==> src/rtl/multicycle_pkg.sv <==
// Shared types and constants for the multicycle RISC-V control path.
// Select encodings match the datapath muxes and the ALU decoder's aluOp contract.
package multicycle_pkg;

  typedef enum logic [3:0] {
    StFetch    = 4'd0,
    StDecode   = 4'd1,
    StMemAdr   = 4'd2,
    StMemRead  = 4'd3,
    StMemWb    = 4'd4,
    StMemWrite = 4'd5,
    StExecR    = 4'd6,
    StExecI    = 4'd7,
    StAluWb    = 4'd8,
    StBeq      = 4'd9,
    StJal      = 4'd10
  } state_e;

  localparam logic [6:0] OP_LOAD   = 7'b0000011;
  localparam logic [6:0] OP_STORE  = 7'b0100011;
  localparam logic [6:0] OP_RTYPE  = 7'b0110011;
  localparam logic [6:0] OP_ITYPE  = 7'b0010011;
  localparam logic [6:0] OP_BRANCH = 7'b1100011;
  localparam logic [6:0] OP_JAL    = 7'b1101111;

  localparam logic [1:0] RES_ALUOUT = 2'b00;
  localparam logic [1:0] RES_DATA   = 2'b01;
  localparam logic [1:0] RES_ALU    = 2'b10;

  localparam logic [1:0] SRCA_PC    = 2'b00;
  localparam logic [1:0] SRCA_OLDPC = 2'b01;
  localparam logic [1:0] SRCA_RS1   = 2'b10;

  localparam logic [1:0] SRCB_RS2  = 2'b00;
  localparam logic [1:0] SRCB_IMM  = 2'b01;
  localparam logic [1:0] SRCB_FOUR = 2'b10;

  localparam logic [1:0] ALUOP_ADD   = 2'b00;
  localparam logic [1:0] ALUOP_SUB   = 2'b01;
  localparam logic [1:0] ALUOP_FUNCT = 2'b10;

  // fetchEn marks the fetch state; irWrite/pcWrite are qualified by memReady at the top.
  typedef struct packed {
    logic       memReq;
    logic       memWrite;
    logic       adrSrc;
    logic       fetchEn;
    logic       pcUpdate;
    logic       branch;
    logic       regWrite;
    logic [1:0] resultSrc;
    logic [1:0] aluSrcA;
    logic [1:0] aluSrcB;
    logic [1:0] aluOp;
  } ctrlWord_t;

endpackage

==> src/rtl/mc_out_deco.sv <==
// Moore output decode: FSM state to raw control word.
module mc_out_deco
  import multicycle_pkg::*;
(
  input  state_e    state,
  output ctrlWord_t ctrl
);

  always_comb begin
    ctrl = '0;
    unique case (state)
      StFetch: begin
        ctrl.memReq    = 1'b1;
        ctrl.fetchEn   = 1'b1;
        ctrl.resultSrc = RES_ALU;
        ctrl.aluSrcA   = SRCA_PC;
        ctrl.aluSrcB   = SRCB_FOUR;
        ctrl.aluOp     = ALUOP_ADD;
      end
      StDecode: begin
        ctrl.aluSrcA = SRCA_OLDPC;
        ctrl.aluSrcB = SRCB_IMM;
        ctrl.aluOp   = ALUOP_ADD;
      end
      StMemAdr: begin
        ctrl.aluSrcA = SRCA_RS1;
        ctrl.aluSrcB = SRCB_IMM;
        ctrl.aluOp   = ALUOP_ADD;
      end
      StMemRead: begin
        ctrl.memReq    = 1'b1;
        ctrl.adrSrc    = 1'b1;
        ctrl.resultSrc = RES_ALUOUT;
      end
      StMemWb: begin
        ctrl.resultSrc = RES_DATA;
        ctrl.regWrite  = 1'b1;
      end
      StMemWrite: begin
        ctrl.memReq    = 1'b1;
        ctrl.memWrite  = 1'b1;
        ctrl.adrSrc    = 1'b1;
        ctrl.resultSrc = RES_ALUOUT;
      end
      StExecR: begin
        ctrl.aluSrcA = SRCA_RS1;
        ctrl.aluSrcB = SRCB_RS2;
        ctrl.aluOp   = ALUOP_FUNCT;
      end
      StExecI: begin
        ctrl.aluSrcA = SRCA_RS1;
        ctrl.aluSrcB = SRCB_IMM;
        ctrl.aluOp   = ALUOP_FUNCT;
      end
      StAluWb: begin
        ctrl.resultSrc = RES_ALUOUT;
        ctrl.regWrite  = 1'b1;
      end
      StBeq: begin
        ctrl.aluSrcA   = SRCA_RS1;
        ctrl.aluSrcB   = SRCB_RS2;
        ctrl.aluOp     = ALUOP_SUB;
        ctrl.resultSrc = RES_ALUOUT;
        ctrl.branch    = 1'b1;
      end
      StJal: begin
        ctrl.aluSrcA   = SRCA_OLDPC;
        ctrl.aluSrcB   = SRCB_FOUR;
        ctrl.aluOp     = ALUOP_ADD;
        ctrl.resultSrc = RES_ALUOUT;
        ctrl.pcUpdate  = 1'b1;
      end
      default: ctrl = '0;
    endcase
  end

endmodule

==> src/rtl/multicycle_ctrl.sv <==
// Main control FSM of the multicycle core: state register, next-state logic,
// pcWrite gating and the illegal-instruction flag.
module multicycle_ctrl
  import multicycle_pkg::*;
#(
  parameter bit ILLEGAL_STICKY = 1'b1
) (
  input  logic       clk,
  input  logic       rst_n,
  input  logic [6:0] op,
  input  logic       zero,
  input  logic       memReady,
  output logic       memReq,
  output logic       memWrite,
  output logic       adrSrc,
  output logic       irWrite,
  output logic       pcWrite,
  output logic       regWrite,
  output logic [1:0] resultSrc,
  output logic [1:0] aluSrcA,
  output logic [1:0] aluSrcB,
  output logic [1:0] aluOp,
  output logic       illegalInstr
);

  state_e    stateQ, stateD;
  logic      illegalQ, illegalSet;
  logic      fetchGo;
  ctrlWord_t ctrl;

  mc_out_deco uDeco (
    .state (stateQ),
    .ctrl  (ctrl)
  );

  always_comb begin
    stateD     = stateQ;
    illegalSet = 1'b0;
    unique case (stateQ)
      StFetch:    if (memReady) stateD = StDecode;
      StDecode: begin
        case (op)
          OP_LOAD, OP_STORE: stateD = StMemAdr;
          OP_RTYPE:          stateD = StExecR;
          OP_ITYPE:          stateD = StExecI;
          OP_BRANCH:         stateD = StBeq;
          OP_JAL:            stateD = StJal;
          default: begin
            stateD     = StFetch;
            illegalSet = 1'b1;
          end
        endcase
      end
      StMemAdr:   stateD = (op == OP_LOAD) ? StMemRead : StMemWrite;
      StMemRead:  if (memReady) stateD = StMemWb;
      StMemWb:    stateD = StFetch;
      StMemWrite: if (memReady) stateD = StFetch;
      StExecR:    stateD = StAluWb;
      StExecI:    stateD = StAluWb;
      StAluWb:    stateD = StFetch;
      StBeq:      stateD = StFetch;
      StJal:      stateD = StAluWb;
      default:    stateD = StFetch;
    endcase
  end

  always_ff @(posedge clk or negedge rst_n) begin
    if (!rst_n) begin
      stateQ <= StFetch;
    end else begin
      stateQ <= stateD;
    end
  end

  always_ff @(posedge clk or negedge rst_n) begin
    if (!rst_n) begin
      illegalQ <= 1'b0;
    end else if (ILLEGAL_STICKY) begin
      illegalQ <= illegalQ | illegalSet;
    end else begin
      illegalQ <= illegalSet;
    end
  end

  // rst_n qualifies the fetch strobes so nothing is loaded while reset is held.
  assign fetchGo = ctrl.fetchEn & memReady & rst_n;

  assign memReq       = ctrl.memReq;
  assign memWrite     = ctrl.memWrite;
  assign adrSrc       = ctrl.adrSrc;
  assign irWrite      = fetchGo;
  assign pcWrite      = fetchGo | ctrl.pcUpdate | (ctrl.branch & zero);
  assign regWrite     = ctrl.regWrite;
  assign resultSrc    = ctrl.resultSrc;
  assign aluSrcA      = ctrl.aluSrcA;
  assign aluSrcB      = ctrl.aluSrcB;
  assign aluOp        = ctrl.aluOp;
  assign illegalInstr = illegalQ;

endmodule

==> config.mk <==
export PLATFORM = sky130hd
export DESIGN_NAME = multicycle_ctrl
export DESIGN_NICKNAME = d
export VERILOG_FILES = /design/src/rtl/multicycle_pkg.sv /design/src/rtl/mc_out_deco.sv /design/src/rtl/multicycle_ctrl.sv
export SDC_FILE = /design/constraint.sdc
export NUM_CORES = 1
export LEC_CHECK = 0
export BUFFER_PORTS_ARGS = -buffer_cell sky130_fd_sc_hd__buf_4
export CORE_MARGIN = 5
export CORE_UTILIZATION = 28
export DETAILED_ROUTE_END_ITERATION = 12
export SYNTH_ARGS = -nofsm -noshare
export SYNTH_HDL_FRONTEND = slang
export SYNTH_HIERARCHICAL = 1
export SYNTH_SLANG_ARGS = --single-unit
==> constraint.sdc <==
create_clock -name clk -period 1.7 [get_ports clk]
set_clock_uncertainty 0.15 [all_clocks]
set_input_delay 0.255 -clock clk [delete_from_list [all_inputs] [get_ports clk]]
set_output_delay 0.255 -clock clk [all_outputs]
set_load 0.1 [all_outputs]
==> results.py <==
metrics = {
    "yosys": {
        "yosys.area.top_type": "dfrtp_1",
        "yosys_warnings": 6,
        "yosysMostFrequentCell": "dfrtp_1",
        "synthDominantCellAreaShare_pct": 19.88,
        "ys_ff_latch": 5,
        "syn_nets": 86,
        "synth-edff-count": 0,
        "syn_area_um2": 629.4,
        "synthTopCellsByCount": "dfrtp_1 (5), nand2_1 (4), nand3b_1 (4), nor2_1 (4), nor3b_1 (4)",
        "yosys-top-cells-area": "dfrtp_1 (20%), nand3b_1 (4.8%), nor3b_1 (4.8%)",
        "ys_seq_area_share_pct": 19.88,
        "syn_inst": 75,
        "ys_types": 43,
        "avgSynthCellArea_um2": 8.391,
        "ys_async_sr_fraction_pct": 100.0,
        "synth_ff_type": "dfrtp_1",
    },
    "global_routing": {
        "grt_pass1_wl_um": 3470,
        "grt_max_degree": 9,
        "grt_usage_pct": 13.06,
        "grt_pass1_vias": 789,
        "antenna_found_initial": 0,
        "gr-total-overflow": 0,
    },
    "route": {
        "dr_total_vias": 775,
        "firstDrtPassIters": 6,
        "drc": 0,
        "viasPerCell": 5.167,
        "wire_per_inst_um": 14.04,
        "ant_nets": 0,
        "drt_iter0_drc": 10,
        "wirelength_um": 2106,
    },
    "cts": {
        "insertion_delay_ns": 0.24,
        "cts.htree.levels": 1,
        "cts_tree": "done",
        "clk_path_buf_depth": 2,
        "cts_inserted_buffers": 3,
        "clk_pin_slew_ns": 0.04,
        "numClockSinks": 5,
        "cts_root_buf": "clkbuf_4",
    },
    "setup_path": {
        "cp.arrival_ns": 1.55,
        "worstSetupEndpointType": "primary output",
        "worst_ep_required_time_ns": 1.29,
        "start_kind": "flop",
        "crit_type": "flop to primary output",
        "worst_path_largest_cell_delay_ns": 0.38,
        "path_cells": "buf_6, and4bb_2, a211o_4, buf_12",
        "slowest_stage": "dfrtp_2",
        "critPathMaxFanout": 4,
    },
    "timing": {
        "max_freq_ghz": 0.5121,
        "min_period_over_period_pct": 114.9,
        "hold_viol": 0,
        "finalSetupViolCount": 14,
        "relSlewSlack_pct": 77.25,
        "timing.final.ws_setup_ns": -0.2529,
        "tightest_slew_ns": 0.3394,
        "maxSlewViolCount": 0,
        "rsz0062_at_grt": "true",
        "min_period_ns": 1.953,
    },
    "floorplan": {
        "fp.dieW_um": 57.41,
        "io_pins": 26,
        "fp.coreArea_mm2": 0.002170,
        "rows": 17,
        "initial_utilization_pct": 29.01,
        "dieArea_mm2": 0.003296,
        "fp.dieH_um": 57.41,
    },
    "power": {
        "p_per_area_mw_per_mm2": 484.5,
        "ir_worst_vdd_mv": 0.3543,
        "p_leak_uw": 0.0005487,
    },
    "place": {
        "port_buffers": 25,
        "pre_cts_slack_ns": -0.1193,
        "gp_routability_congestion": 0.8093,
        "hpwl_um": 1582,
    },
    "finish": {
        "drive_above_1_share_pct": 65.57,
        "final_util_pct": 62.51,
        "diodes": 0,
        "syn_to_final_growth_pct": 115.5,
        "final_nets": 134,
    },
    "flow_run": {
        "maxCapViolCount": 0,
    },
    "outcome": {
        "run_status": "complete, but fails checks",
        "violations": "negative setup slack",
    },
    "min_path": {
        "worstHoldPathType": "input pin to flop",
    },
}
==> logic make-up after synthesis <==
logic type / after synthesis / synth area share (%)
simple gates: 39 / 43.34
compound gates: 21 / 24.85
buf+inv: 6 / 6.360
flops: 5 / 19.88
xor+xnor: 4 / 5.568
==> metal layers <==
metal / routed length, um / GRT usage, % / share of wire, % / vias up
li1: - / - / - / 376
met1: 827 / 14.06 / 39 / 369
met2: 1132 / 25.16 / 54 / 28
met3: 127 / 3.167 / 6.0 / 2
met4: 19 / 2.980 / 0.90 / 0
met5: 0 / 0 / 0 / -
==> per-stage QoR <==
| stage | TNS (ns) | total power, uW | cells | hold WS (ns) | instance area (um2) |
|---|---|---|---|---|---|
| 2_1_floorplan | -6.686 | 363.7 | 75 | -0.1906 | 719.4 |
| 3_3_place_gp | -0.2101 | 448.1 | 140 | -0.08810 | 1027 |
| 3_5_place_dp | -0.3981 | 451.8 | 140 | -0.08740 | 1027 |
| 4_1_cts | -2.284 | 650.4 | 147 | 0.1866 | 1257 |
| 5_1_grt | -2.808 | 691.9 | 150 | 0.2032 | 1356 |
| 6_report | -1.984 | 657.1 | 150 | 0.1943 | 1356 |
==> final cells by class <==
class	count	area, um2
flip-flops and latches	5	130.1
clock buffers	4	26.28
repair buffers	48	550.5
fillers	177	813.3
well taps	28	35.03
multi-input cells	64	610.6
inverters	1	3.754
==> registers in the layout (all words and copies together) (netlist names) <==
| register | flops |
|---|---|
| stateQ | 4 |
| illegalInstr | 1 |
==> what timing repair did <==
action,4_1_cts,5_1_grt
endpoints found under the setup margin,14,16
endpoints found under the hold margin,5,0
pin swaps,9,6
gates resized for setup,42,15
cloned,0,0
hold buffers,1,0
setup buffers,3,4
==> critical path: cells and delay by family, from the launching register on <==
family	cells	cell delay [ns]
AND/OR/NAND/NOR	1	0.27
buffers and inverters	2	0.30
flip-flops	1	0.38
AO/OA/AOI/OAI	1	0.36
==> cell usage in the layout (no fill, tap or decap), types with 2 or more instances in the layout <==
cell type,count
buf_4,25
buf_12,12
buf_6,10
nor2_1,4
nand2_1,4
nand3b_1,4
dfrtp_2,4
clkbuf_4,3
nor3_4,3
and3_4,2
xnor2_1,2
o21ai_0,2
nor3b_1,2
a21o_1,2
nor2b_1,2
and4bb_2,2
a31o_4,2
==> power by group <==
group	internal (uW)	total, uW	switching [uW]
logic	160	388	228
registers	123	132	8.70
clock network	88.7	137	48.4
total	372	657	285
==> path summary, 6_finish.rpt <==
path	from	to	slack [ns]	cells past startpoint
setup / recovery	stateQ[1]	pcWrite	-0.25	4
hold / removal	memReady	stateQ[0]	0.19	3
setup reg to reg	stateQ[0]	stateQ[1]	0.03	6
hold reg to reg	illegalInstr	illegalInstr	0.33	1
max in group asynchronous	rst_n	stateQ[1]	0.94	2
min in group asynchronous	rst_n	stateQ[0]	0.25	2
Note: power is estimated with default switching activity, not from simulation.
